$ cat src/rtl/ts_merge_pkg.sv
// Shared constants and state encoding for the multi-TS merge scheduler.
package ts_merge_pkg;

    localparam logic [7:0]  TS_SYNC    = 8'h47;
    localparam int unsigned TS_PKT_LEN = 188;

    typedef enum logic {
        StIdle = 1'b0,
        StSend = 1'b1
    } state_e;

endpackage

$ cat src/rtl/rr_arbiter.sv
// Combinational round-robin pick: first requester after ptr, wrapping modulo CH_NUM.
module rr_arbiter #(
    parameter int unsigned CH_NUM = 4,
    parameter int unsigned CH_W   = 2
) (
    input  logic [CH_NUM-1:0] req,
    input  logic [CH_W-1:0]   ptr,
    output logic [CH_W-1:0]   grant,
    output logic              any_req
);

    logic [CH_W-1:0] idx;

    // Scan from the farthest offset down so the nearest requester after ptr wins last.
    always_comb begin
        grant   = '0;
        idx     = '0;
        any_req = |req;
        for (int unsigned k = CH_NUM; k > 0; k--) begin
            idx = CH_W'((32'(ptr) + k) % CH_NUM);
            if (req[idx]) begin
                grant = idx;
            end
        end
    end

endmodule

$ cat src/rtl/ts_merge_sched.sv
// Packet-granular round-robin scheduler merging per-channel TS FIFOs into one byte stream.
module ts_merge_sched
    import ts_merge_pkg::*;
#(
    parameter int unsigned CH_NUM  = 4,
    parameter int unsigned CH_W    = 2,
    parameter int unsigned PKT_LEN = TS_PKT_LEN
) (
    input  logic                clk,
    input  logic                rst,
    input  logic [CH_NUM-1:0]   ch_en,
    input  logic [CH_NUM-1:0]   ch_pkt_rdy,
    output logic [CH_NUM-1:0]   ch_rd,
    input  logic [CH_NUM*8-1:0] ch_din,
    input  logic                out_ready,
    output logic [7:0]          ts_dout,
    output logic                ts_dout_en,
    output logic                ts_dout_sop,
    output logic [CH_W-1:0]     ts_dout_ch,
    output logic                sync_err,
    output logic                busy
);

    localparam int unsigned     CNT_W    = $clog2(PKT_LEN);
    localparam logic [CNT_W-1:0] CNT_LAST = CNT_W'(PKT_LEN - 1);
    localparam logic [CH_W-1:0]  PTR_RST  = CH_W'(CH_NUM - 1);

    state_e            state_q, state_d;
    logic [CH_W-1:0]   grant_q, grant_d;
    logic [CH_W-1:0]   ptr_q, ptr_d;
    logic [CNT_W-1:0]  cnt_q, cnt_d;
    logic              issue_q, issue_d;
    logic [CH_W-1:0]   issue_ch_q, issue_ch_d;
    logic              issue_sop_q, issue_sop_d;

    logic [CH_NUM-1:0] elig;
    logic [CH_W-1:0]   arb_grant;
    logic              arb_any;

    assign elig = ch_en & ch_pkt_rdy;

    rr_arbiter #(
        .CH_NUM (CH_NUM),
        .CH_W   (CH_W)
    ) u_rr_arbiter (
        .req     (elig),
        .ptr     (ptr_q),
        .grant   (arb_grant),
        .any_req (arb_any)
    );

    always_ff @(posedge clk or negedge rst) begin
        if (!rst) begin
            state_q     <= StIdle;
            grant_q     <= '0;
            ptr_q       <= PTR_RST;
            cnt_q       <= '0;
            issue_q     <= 1'b0;
            issue_ch_q  <= '0;
            issue_sop_q <= 1'b0;
        end else begin
            state_q     <= state_d;
            grant_q     <= grant_d;
            ptr_q       <= ptr_d;
            cnt_q       <= cnt_d;
            issue_q     <= issue_d;
            issue_ch_q  <= issue_ch_d;
            issue_sop_q <= issue_sop_d;
        end
    end

    // Eligibility only matters in StIdle; once granted, the packet runs to completion.
    always_comb begin
        state_d     = state_q;
        grant_d     = grant_q;
        ptr_d       = ptr_q;
        cnt_d       = cnt_q;
        issue_d     = 1'b0;
        issue_ch_d  = issue_ch_q;
        issue_sop_d = issue_sop_q;
        ch_rd       = '0;

        unique case (state_q)
            StIdle: begin
                if (arb_any) begin
                    grant_d = arb_grant;
                    ptr_d   = arb_grant;
                    cnt_d   = '0;
                    state_d = StSend;
                end
            end
            StSend: begin
                if (out_ready) begin
                    ch_rd[grant_q] = 1'b1;
                    issue_d        = 1'b1;
                    issue_ch_d     = grant_q;
                    issue_sop_d    = (cnt_q == '0);
                    if (cnt_q == CNT_LAST) begin
                        cnt_d   = '0;
                        state_d = StIdle;
                    end else begin
                        cnt_d = cnt_q + 1'b1;
                    end
                end
            end
        endcase
    end

    // FIFO data lands one cycle after the read, aligned with the registered issue info.
    assign ts_dout     = issue_q ? ch_din[8*issue_ch_q +: 8] : 8'h00;
    assign ts_dout_en  = issue_q;
    assign ts_dout_sop = issue_q & issue_sop_q;
    assign ts_dout_ch  = issue_ch_q;
    assign sync_err    = ts_dout_sop & (ts_dout != TS_SYNC);
    assign busy        = (state_q == StSend);

endmodule

$ cat config.mk
export PLATFORM = sky130hd
export DESIGN_NAME = ts_merge_sched
export DESIGN_NICKNAME = d
export VERILOG_FILES = /design/src/rtl/ts_merge_pkg.sv /design/src/rtl/rr_arbiter.sv /design/src/rtl/ts_merge_sched.sv
export SDC_FILE = /design/constraint.sdc
export NUM_CORES = 1
export LEC_CHECK = 0
export CAP_MARGIN = 0
export CORE_MARGIN = 2
export CORE_UTILIZATION = 43
export CTS_CLUSTER_SIZE = 14
export DETAILED_ROUTE_END_ITERATION = 12
export PLACE_DENSITY = 0.85
export SKIP_CTS_REPAIR_TIMING = 1
export SLEW_MARGIN = 20
export SYNTH_ARGS = -nofsm -noshare
export SYNTH_HDL_FRONTEND = slang
export SYNTH_HIERARCHICAL = 1
export SYNTH_SLANG_ARGS = --single-unit
$ cat constraint.sdc
create_clock -name clk -period 2.6 [get_ports clk]
set_input_delay 0.26 -clock clk [delete_from_list [all_inputs] [get_ports clk]]
set_output_delay 0.26 -clock clk [all_outputs]
set_load 0.05 [all_outputs]
=== Yosys cells after proc, flatten, opt, wreduce, memory -nomap -nowiden ===
Index checks and enable logic that the tools add are counted.

* $add $sub $neg: 5
* Order comparisons: 6
* Equal/unequal tests: 4
* Shift operators: 1
* Mux-type cells: 27
* Bitwise logic cells: 4
* Reductions and logical operators: 6

{| class="wikitable"
|+ Operators with widths
! cell !! number
|-
| $mux 8 || 4
|-
| $shiftx 32x6->8 || 1
|-
| $pmux 8 s2 || 1
|-
| $lt 2x3->1 const B || 5
|-
| $mux 1 || 10
|-
| $add 8x1->8 const B || 1
|-
| $bmux 1 s2 || 4
|-
| $eq 8x8->1 const B || 1
|-
| $logic_not 8->1 || 1
|-
| $mux 2 || 4
|-
| $mux 4 || 2
|-
| $ne 8x7->1 const B || 1
|-
| $reduce_and 2->1 || 3
|-
| $add 2x1->2 const B || 2
|-
| $add 2x2->2 const B || 2
|-
| $and 4x4->4 || 1
|-
| $ne 2x2->1 const B || 2
|-
| $reduce_or 4->1 || 1
|-
| $and 1x1->1 || 2
|-
| $demux 1 s2 || 1
|-
| $ge 2x1->1 const B || 1
|-
| $pmux 1 s2 || 1
|-
| $logic_and 1x1->1 || 1
|-
| $not 1->1 || 1
|}

* Flip-flop bits (word level): 17
* Input port bits: 43
* Output and inout bits: 18
* Logic and storage cells: 60

=== Longest topological paths before layout ===
Gate-level depths: netlist of the first run.

* Word-level depth: 7
* Mapped depth: 7
* Mapped depth without buffers: 7

=== Hierarchy ===
Netlist of the first run, hierarchy kept.

{| class="wikitable"
|+ Modules (own cells, without submodules)
! module !! times used !! cells each !! area each (µm²) !! sequential area each (µm²)
|-
| ts_merge_sched || 1 || 118 || 1128.6 || 427.9
|-
| rr_arbiter || 1 || 14 || 91.3 || 0.0
|}

=== Worst setup path after synthesis of the first run ===
OpenSTA, ideal clock, no wires.

* Path type: reg-to-output
* Start: register issue_ch_q[1], in the netlist ts_dout_ch[1]
* End: output sync_err
* Arrival: 2.469 ns
* Data required time: 2.340 ns
* Slack: -0.129 ns
* Cell stages (with the launch flop): 6
* Buffers on the path: 1
* Path through: dfrtp_1 > buf_4 > mux2i_1 > o22ai_1 > nand3b_1 > o31a_1

* Longest elaborated chain between the ends: 4

{| class="wikitable"
|+ RTL lines
! item !! RTL line !! source
|-
| from (decl) || ts_merge_sched.sv:33 || <nowiki>logic [CH_W-1:0] issue_ch_q, issue_ch_d;</nowiki>
|-
| from (signal assigned) || ts_merge_sched.sv:67 || <nowiki>issue_ch_q <= issue_ch_d;</nowiki>
|-
| $shiftx 32x6->8 || ts_merge_sched.sv:110 || <nowiki>assign ts_dout = issue_q ? ch_din[8*issue_ch_q +: 8] : 8'h00;</nowiki>
|-
| $mux 8 || ts_merge_sched.sv:110 ||
|-
| net ts_dout[1] || ts_merge_sched.sv:16 || <nowiki>output logic [7:0] ts_dout,</nowiki>
|-
| $ne 8x7->1 || ts_merge_sched.sv:114 || <nowiki>assign sync_err = ts_dout_sop & (ts_dout != TS_SYNC);</nowiki>
|-
| $and 1x1->1 || ts_merge_sched.sv:114 ||
|-
| to (decl) || ts_merge_sched.sv:20 || <nowiki>output logic sync_err,</nowiki>
|}

The timed path passes the listed nets, and every way through them passes these cells.

=== Worst setup path in the final report of the first run ===
* Start: register issue_ch_q[0], in the netlist ts_dout_ch[0]
* End: output ts_dout[5]

* Longest elaborated chain between the ends: 2

{| class="wikitable"
|+ RTL lines
! item !! RTL line
|-
| $shiftx 32x6->8 || ts_merge_sched.sv:110
|-
| $mux 8 || ts_merge_sched.sv:110
|-
| to (decl) || ts_merge_sched.sv:16
|}

Every way passes these cells.

==> results by group, run 1 <==
Layout
  – Commonest non-fill, non-tap cell in the layout: clkdlybuf4s50_1
  – Area grow syn2layout: 55.2%
  – Ratio of cells with drive above 1 in the final layout: 0.118
  – # fillers: 221
  – Commonest non-fill, non-tap cells in the layout: clkdlybuf4s50_1, nand2_1, dfrtp_1
  – Ant diodes: 0
  – Post-route cell area: 0.00189 mm2
  – Fin nets: 241
  – Layout Utilization: 0.692

Die
  – Core area: 0.00273 mm2
  – # IOs: 61
  – Initial core utilization: 0.446
  – Die Wd: 57.3 um
  – Die Y: 57.3 um
  – Core Rows: 19
  – Die area: 0.00328 mm2

Synth
  – Dominant synthesized flop cell: dfrtp_1
  – Ranking of synthesized cells by area: dfrtp_1, mux2i_1, nand2_1, mux4_1, and2_1
  – Synth warn: 6
  – Post-synth EDFFs: 0
  – Post-Syn Nets: 177
  – Mapped Cells: 132
  – Synth Cell Area: 0.00122 mm2
  – Ys async rst share: 1.00
  – FF+latch count, synth: 17
  – Distinct cells, synth: 36
  – Synth area leader: dfrtp_1
  – Yosys top cell area share: 0.308
  – Post-synthesis sequential area ratio: 0.351
  – Avg Inst Size Synth: 9.24 um2

Global route
  – Vias in the first global route: 1178
  – Largest net degree at the start of global routing: 18
  – GRT overflow: 0
  – Gr usage total: 0.209
  – Antenna violations before repair: 0
  – First-pass GRT wire length: 5290 um

Setup path
  – R2R Path Start: busy
  – Worst EP required: 2340 ps
  – Crit Path Category: register to primary output
  – R2R cell count: 4
  – Worst r2r dst: cnt_q[4]
  – Crit path DAT: 2220 ps
  – R2R Setup Slk: 1100 ps
  – Startpoint type of the worst setup path: register
  – Crit-path max FO: 9
  – Worst setup EP type: primary output

Placement
  – IO buf count: 60
  – Post-DP Area: 0.00186 mm2
  – Final HPWL DP: 2640 um
  – Gp weighted congestion: 0.862

Timing
  – Max-slew headroom: 0.507
  – Tmin final: 2480 ps
  – Slew Viols, Final: 0
  – Worst-Margin Slew: 737 ps
  – Skew final: 3.05 ps
  – Tcrit/Tclk final: 0.952
  – RSZ-0062 raised after global routing: no
  – Fmax: 404 MHz
  – Final-report hold violation count: 0
  – Setup violators final: 0

Drt
  – Final ANT Viol Nets: 0
  – Routed via count: 1247
  – Total wire length: 3290 um
  – DR WL/cell: 14.5 um
  – DR pass1 iterations: 4
  – Average via count per standard cell: 5.52
  – Remaining DRCs: 0
  – Initial DRC count: 39

Power
  – P per Cell Area: 455 mW/mm2
  – Peak supply drop: 0.357 mV
  – Leakage power: 0.828 nW

CTS
  – Worst skew pair latency: 290 ps
  – Clk root buf: clkbuf_4
  – CTS tree: done
  – Clock sinks: 17
  – Max clock buf depth: 2
  – Num CTS Buffers: 3
  – Htree depth: 1
  – Clk slew on worst S/H paths: 100 ps

Flow run
  – Max-Cap Viols: 0

Worst hold path
  – Hold Crit Class: primary input to asynchronous set/reset pin

Outcome
  – Status: completed
==> metal layers <==
metal | wire (um) | part of all wire | GRT usage
met5 | 0 | 0 | 0
met4 | 82 | 0.025 | 0.113
met3 | 190 | 0.058 | 0.0317
met2 | 1680 | 0.51 | 0.373
met1 | 1330 | 0.40 | 0.238
==> power breakdown <==
group	leakage [nW]	internal, W	total, W	switching [W]
registers	0.204	0.000299	0.000356	0.0000566
logic	0.608	0.000179	0.000365	0.000186
clock network	0.0150	0.0000596	0.000141	0.0000812
==> how the worst max path moves through the flow <==
stage / endpoint / startpoint / cells after the start / slack [ps]
floorplan: ch_rd[2] / busy / 2 / 110
global placement: ts_dout[0] / ch_din[8] / 4 / 290
detailed placement: ts_dout[2] / ts_dout_ch[0] / 3 / 260
CTS: ts_dout[2] / ts_dout_ch[0] / 3 / -70
global route: ts_dout[5] / ts_dout_ch[0] / 3 / 40
finish: ts_dout[5] / ts_dout_ch[0] / 3 / 120
==> critical path, stage by stage (launching register included) <==
cell and delay [ps]:
dfrtp_2 500, mux4_2 540, and2_2 200, clkdlybuf4s50_1 690
==> through the flow <==
step	setup WS [ps]	hold WS (ps)	setup TNS, ps	instances	total power (W)
2_1_floorplan	107	-35.6	0	132	0.000581
3_3_place_gp	294	460	0	222	0.000710
3_5_place_dp	264	475	0	222	0.000725
4_1_cts	-65.8	429	-175	226	0.000868
5_1_grt	43.7	462	0	226	0.000915
6_report	124	399	0	226	0.000862
==> logic make-up after synthesis <==
logic type	Yosys count	synth area share
buffers and inverters	8	0.0338
muxes	15	0.185
and+or+nand+nor	67	0.279
xor gates and xnor gates	1	0.00718
adders and majority gates	2	0.0205
AOI/OAI and AO/OA	22	0.124
DFF	17	0.351
==> area by class of cell <==
| class | count | area [um2] | share of cell area |
|---|---|---|---|
| Multi-Input combinational cell | 107 | 769 | 0.406 |
| Timing Repair Buffer | 61 | 606 | 0.320 |
| Sequential cell | 17 | 430 | 0.227 |
| Tap cell | 31 | 38.8 | 0.0205 |
| Clock buffer | 4 | 26.3 | 0.0139 |
| Inverter | 6 | 22.5 | 0.0119 |
==> synthesized netlist by cell type, drive strengths merged, types with 3 or more instances <==
master   n
nand3    9
a21oi    7
nor2     6
and3     3
mux2i    9
and2    10
nand2b   6
o21ai    6
inv      6
dfrtp   15
nand2   23
mux4     5
o22ai    3
==> flip-flops by register name, summed over array words and instances (netlist names) <==
name	cells
ts_dout_en	1
ptr_q	2
busy	1
issue_sop_q	1
grant_q	2
cnt_q	8
ts_dout_ch	2
Power figures use the tool's default switching activity.
==> inputs of run 2 (changes only) <==
CORE_UTILIZATION = 44   (was 43)
CTS_BUF_LIST = sky130_fd_sc_hd__clkbuf_8   (was not set)
PLACE_DENSITY = 0.87   (was 0.85)
==> run 2 against run 1 <==
Effect of this change: sequential share of layout area is 0.24 points lower; register-to-register slack worse by 120 ps; cell count shrank 0.44%; design area rose by 0.46%; critical path depth is the same; first-iteration DRC count grew 7.7%; worst setup slack got worse by 22 ps; largest power group unchanged; highest routed layer unchanged.
==> results by group, run 2 (synthesis gave the netlist of run 1 again) <==
Power
  – Peak supply drop: 0.435 mV
  – Total power: 0.000907 W
  – P per Cell Area: 477 mW/mm2
  – Sequential power share: 0.392
  – Combinational fraction of design power: 0.399
  – Net Switching: 0.000326 W
  – Clk pwr share: 0.209
  – Sw Share: 0.359
  – Leakage power: 0.853 nW
  – Internal: 0.000581 W

CTS
  – Clock sinks: 17
  – Worst skew pair latency: 250 ps
  – Num CTS Buffers: 3
  – Htree depth: 1
  – CTS tree: done
  – Clk root buf: clkbuf_8
  – Clk slew on worst S/H paths: 60 ps
  – Max clock buf depth: 2

Global route
  – Largest net degree at the start of global routing: 18
  – Antenna violations before repair: 0
  – Gr usage total: 0.211
  – First-pass GRT wire length: 5260 um
  – GRT overflow: 0
  – Vias in the first global route: 1205

Setup path
  – Worst setup EP type: primary output
  – Crit Path Category: register to primary output
  – Crit-path max FO: 9
  – Crit path DAT: 2240 ps
  – Startpoint type of the worst setup path: register
  – Worst EP required: 2340 ps

Timing
  – Worst-Margin Slew: 725 ps
  – Fmax: 400 MHz
  – Hold Slack: 441 ps
  – Tmin final: 2500 ps
  – RSZ-0062 raised after global routing: no
  – Final setup TNS: 0 ps
  – Max-slew headroom: 0.515
  – Skew final: 3.97 ps
  – Final-report hold violation count: 0
  – Tcrit/Tclk final: 0.961
  – Slew Viols, Final: 0
  – Setup violators final: 0

Drt
  – Total wire length: 3170 um
  – Average via count per standard cell: 5.58
  – DR pass1 iterations: 4
  – DR WL/cell: 14.1 um
  – Initial DRC count: 42
  – Remaining DRCs: 0
  – Final ANT Viol Nets: 0
  – Routed via count: 1256

Layout
  – # fillers: 191
  – Ratio of cells with drive above 1 in the final layout: 0.108
  – Commonest non-fill, non-tap cells in the layout: clkdlybuf4s50_1, nand2_1, dfrtp_1
  – Fin nets: 240
  – Area grow syn2layout: 55.9%
  – Layout Utilization: 0.708
  – Max reg flops: 8
  – Finished Layout Cells: 225
  – Ant diodes: 0
  – Sequential standard cell area: 428 um2
  – Commonest non-fill, non-tap cell in the layout: clkdlybuf4s50_1
  – Multi-input gate area: 769 um2
  – Reg with most FFs: cnt_q

Die
  – Core area: 0.00269 mm2
  – Initial core utilization: 0.454
  – Core Rows: 19
  – # IOs: 61
  – Die area: 0.00321 mm2
  – Die Y: 56.7 um
  – Die Wd: 56.7 um

Worst hold path
  – Hold Crit Class: primary input to asynchronous set/reset pin

Placement
  – IO buf count: 60
  – Inst Count DP: 221
  – Final HPWL DP: 2490 um
  – Gp weighted congestion: 0.889

Outcome
  – Status: completed

Flow run
  – Max-Cap Viols: 0
[run 2: power groups by stage]
stage	registers, W	clock network (W)	logic, W
after floorplan	0.000353	0	0.000228
after global placement	0.000355	0	0.000354
after detailed placement	0.000358	0	0.000363
after CTS	0.000353	0.000196	0.000365
after global routing	0.000362	0.000208	0.000390
final	0.000355	0.000190	0.000362
[run 2: area by class of cell]
type                    count  share of cell area
repair buffers             60               0.314
flip-flops and latches     17               0.225
inverters                   6              0.0118
clock inverters             1             0.00197
well taps                  31              0.0204
clock buffers               3              0.0217
multi-input cells         107               0.405
[run 2: final timing paths]
path / start / cells past startpoint / slack, ps / end
worst max-delay path: ts_dout_ch[0] / 3 / 100 / ts_dout[3]
worst min-delay path: rst / 1 / 440 / cnt_q[4]
worst max register to register: busy / 4 / 980 / cnt_q[3]
worst min register to register: ptr_q[0] / 2 / 490 / ptr_q[0]
max in group asynchronous: rst / 1 / 1700 / grant_q[0]
min in group clk: ptr_q[0] / 2 / 490 / ptr_q[0]
[run 2: critical path: stages (launching register included)]
cell             delay, ps
dfrtp_1                550
mux4_2                 570
and2_1                 180
clkdlybuf4s50_1        690
[run 2: through the flow]
step,worst slack [ps],cell area (um2)
3_3_place_gp,282,1850
4_1_cts,4.51,1890
2_1_floorplan,107,1240
3_5_place_dp,273,1850
6_report,101,1900
5_1_grt,29.1,1900
[run 2: routing by layer]
layer / track usage / up-vias / part of all wire
li1: - / 599 / -
met1: 0.228 / 563 / 0.40
met2: 0.367 / 84 / 0.47
met3: 0.0484 / 10 / 0.10
met4: 0.129 / 0 / 0.027
met5: 0 / - / 0
==> inputs of run 3 (changes only) <==
CELL_PAD_IN_SITES_DETAIL_PLACEMENT = 2   (was not set)
CELL_PAD_IN_SITES_GLOBAL_PLACEMENT = 2   (was not set)
CORE_UTILIZATION = 25   (was 44)
PLACE_DENSITY = not set   (was 0.87)
PLACE_DENSITY_LB_ADDON = 0.1   (was not set)
==> run 3 against run 2 <==
Effect of this change: hold slack better by 37 ps; combinational power increased by 5%; clock-buffer cell count stayed put; power increased by 2.1%; fmax increased by 0.96%; critical path depth unchanged; global-route usage fell by 4.2 points; worst setup slack improved by 24 ps; critical path type unchanged; clock power is essentially flat; die area increased by 70%; non-clock buffer count up 3.
==> results by group, run 3 (synthesis gave the netlist of run 1 again) <==
Worst hold path
  – Hold Crit Class: primary input to asynchronous set/reset pin

Layout
  – Commonest non-fill, non-tap cells in the layout: clkdlybuf4s50_1, nand2_1, dfrtp_1
  – Area grow syn2layout: 60.8%
  – Ant diodes: 0
  – Max reg flops: 8
  – Commonest non-fill, non-tap cell in the layout: clkdlybuf4s50_1
  – Post-route cell area: 0.00196 mm2
  – Layout Utilization: 0.415
  – Finished Layout Cells: 264
  – Reg with most FFs: cnt_q
  – Fin nets: 243
  – # fillers: 526
  – Ratio of cells with drive above 1 in the final layout: 0.132

Setup path
  – Crit-path max FO: 9
  – CP max stage delay: 690 ps
  – R2R Setup Slk: 1030 ps
  – Worst setup EP type: primary output
  – Crit Path Category: register to primary output
  – Slowest CP cell: clkdlybuf4s50_1
  – Startpoint type of the worst setup path: register
  – Crit-path cells: mux4_1, and2_1, clkdlybuf4s50_1
  – R2R cell count: 4
  – Worst Path Buf+Inv: 1
  – Worst EP required: 2340 ps
  – Cell family with the largest share of critical-path delay: buffers and inverters
  – Crit path depth: 3
  – Crit path DAT: 2210 ps

Power
  – Internal: 0.000588 W
  – Clk pwr share: 0.206
  – Combinational fraction of design power: 0.409
  – Sequential power share: 0.385
  – P per Cell Area: 472 mW/mm2
  – Sw Share: 0.365
  – Leakage power: 0.809 nW
  – Peak supply drop: 0.218 mV
  – Net Switching: 0.000338 W
  – Total power: 0.000926 W

CTS
  – Clock sinks: 17
  – Htree depth: 1
  – Max clock buf depth: 2
  – CTS tree: done
  – Clk slew on worst S/H paths: 60 ps
  – Clk root buf: clkbuf_8
  – Num CTS Buffers: 3
  – Worst skew pair latency: 250 ps

Placement
  – Inst Count DP: 260
  – IO buf count: 60
  – Post-DP Area: 0.00191 mm2
  – Final HPWL DP: 3520 um
  – Gp weighted congestion: 0.822

Global route
  – Antenna violations before repair: 0
  – First-pass GRT wire length: 7200 um
  – Largest net degree at the start of global routing: 18
  – GRT overflow: 0
  – Vias in the first global route: 1422
  – Gr usage total: 0.169

Die
  – Core area: 0.00472 mm2
  – Die area: 0.00545 mm2
  – Initial core utilization: 0.258
  – Die Y: 73.9 um
  – Die Wd: 73.9 um
  – # IOs: 61
  – Core Rows: 25

Timing
  – Slew Viols, Final: 0
  – Max-slew headroom: 0.461
  – Final-report hold violation count: 0
  – RSZ-0062 raised after global routing: no
  – Skew final: 0.677 ps
  – Hold Slack: 478 ps
  – Tmin final: 2470 ps
  – Tcrit/Tclk final: 0.952
  – Fmax: 404 MHz
  – Setup violators final: 0
  – Worst-Margin Slew: 807 ps

Drt
  – DR WL/cell: 16.4 um
  – Remaining DRCs: 0
  – Total wire length: 4320 um
  – Initial DRC count: 44
  – Average via count per standard cell: 4.83
  – Routed via count: 1275
  – DR pass1 iterations: 4
  – Final ANT Viol Nets: 0

Flow run
  – Max-Cap Viols: 0

Outcome
  – Status: completed
## run 3: cell count changes in the layout (fill, tap and decap cells not counted)
| cell | previous run | this run |
|---|---|---|
| clkdlybuf4s50_1 | 51 | 55 |
| dfrtp_2 | 0 | 2 |
| buf_4 | 5 | 8 |
| dlymetal6s2s_1 | 4 | 0 |
| dfrtp_1 | 15 | 13 |
## run 3: worst reg2reg max path: cells and delay by family (launching register included)
kind	cells	cell delay (ps)
compound gates	2	640
flops	1	460
simple gates	2	390
## run 3: metal layers
layer / vias up / part of all wire / global-route usage
li1: 606 / - / -
met1: 621 / 0.43 / 0.217
met2: 46 / 0.51 / 0.301
met3: 2 / 0.062 / 0.0370
met4: 0 / 0.0019 / 0.0121
met5: - / 0 / 0
## run 3: cell type report
class / count / area, um2 / area share
repair buffers: 63 / 611 / 0.311
multi-input cells: 107 / 769 / 0.392
well taps: 67 / 83.8 / 0.0427
flip-flops and latches: 17 / 430 / 0.219
clock inverters: 1 / 3.75 / 0.00191
clock buffers: 3 / 41.3 / 0.0210
inverters: 6 / 22.5 / 0.0115
## run 3: stage by stage
| step | worst slack [ps] | setup TNS, ps |
|---|---|---|
| detailed placement | 246 | 0 |
| global route | 46.5 | 0 |
| finish | 125 | 0 |
| floorplan | 107 | 0 |
| global placement | 305 | 0 |
| CTS | -17.4 | -17.4 |
## run 3: power groups by stage
| stage | sequential (W) | combinational (W) | clock, W |
|---|---|---|---|
| finish | 0.000356 | 0.000379 | 0.000191 |
| global route | 0.000366 | 0.000410 | 0.000213 |
| CTS | 0.000357 | 0.000386 | 0.000202 |
| detailed placement | 0.000361 | 0.000384 | 0 |
| global placement | 0.000358 | 0.000370 | 0 |
| floorplan | 0.000353 | 0.000228 | 0 |
## run 3: final timing paths
check                              start       endpoint
hold reg to reg                 ptr_q[0]       ptr_q[0]
hold / removal                       rst       cnt_q[1]
setup / recovery           ts_dout_ch[0]     ts_dout[2]
setup reg to reg                    busy       cnt_q[2]
min in group clk                ptr_q[0]       ptr_q[0]
max in group asynchronous            rst  ts_dout_ch[1]
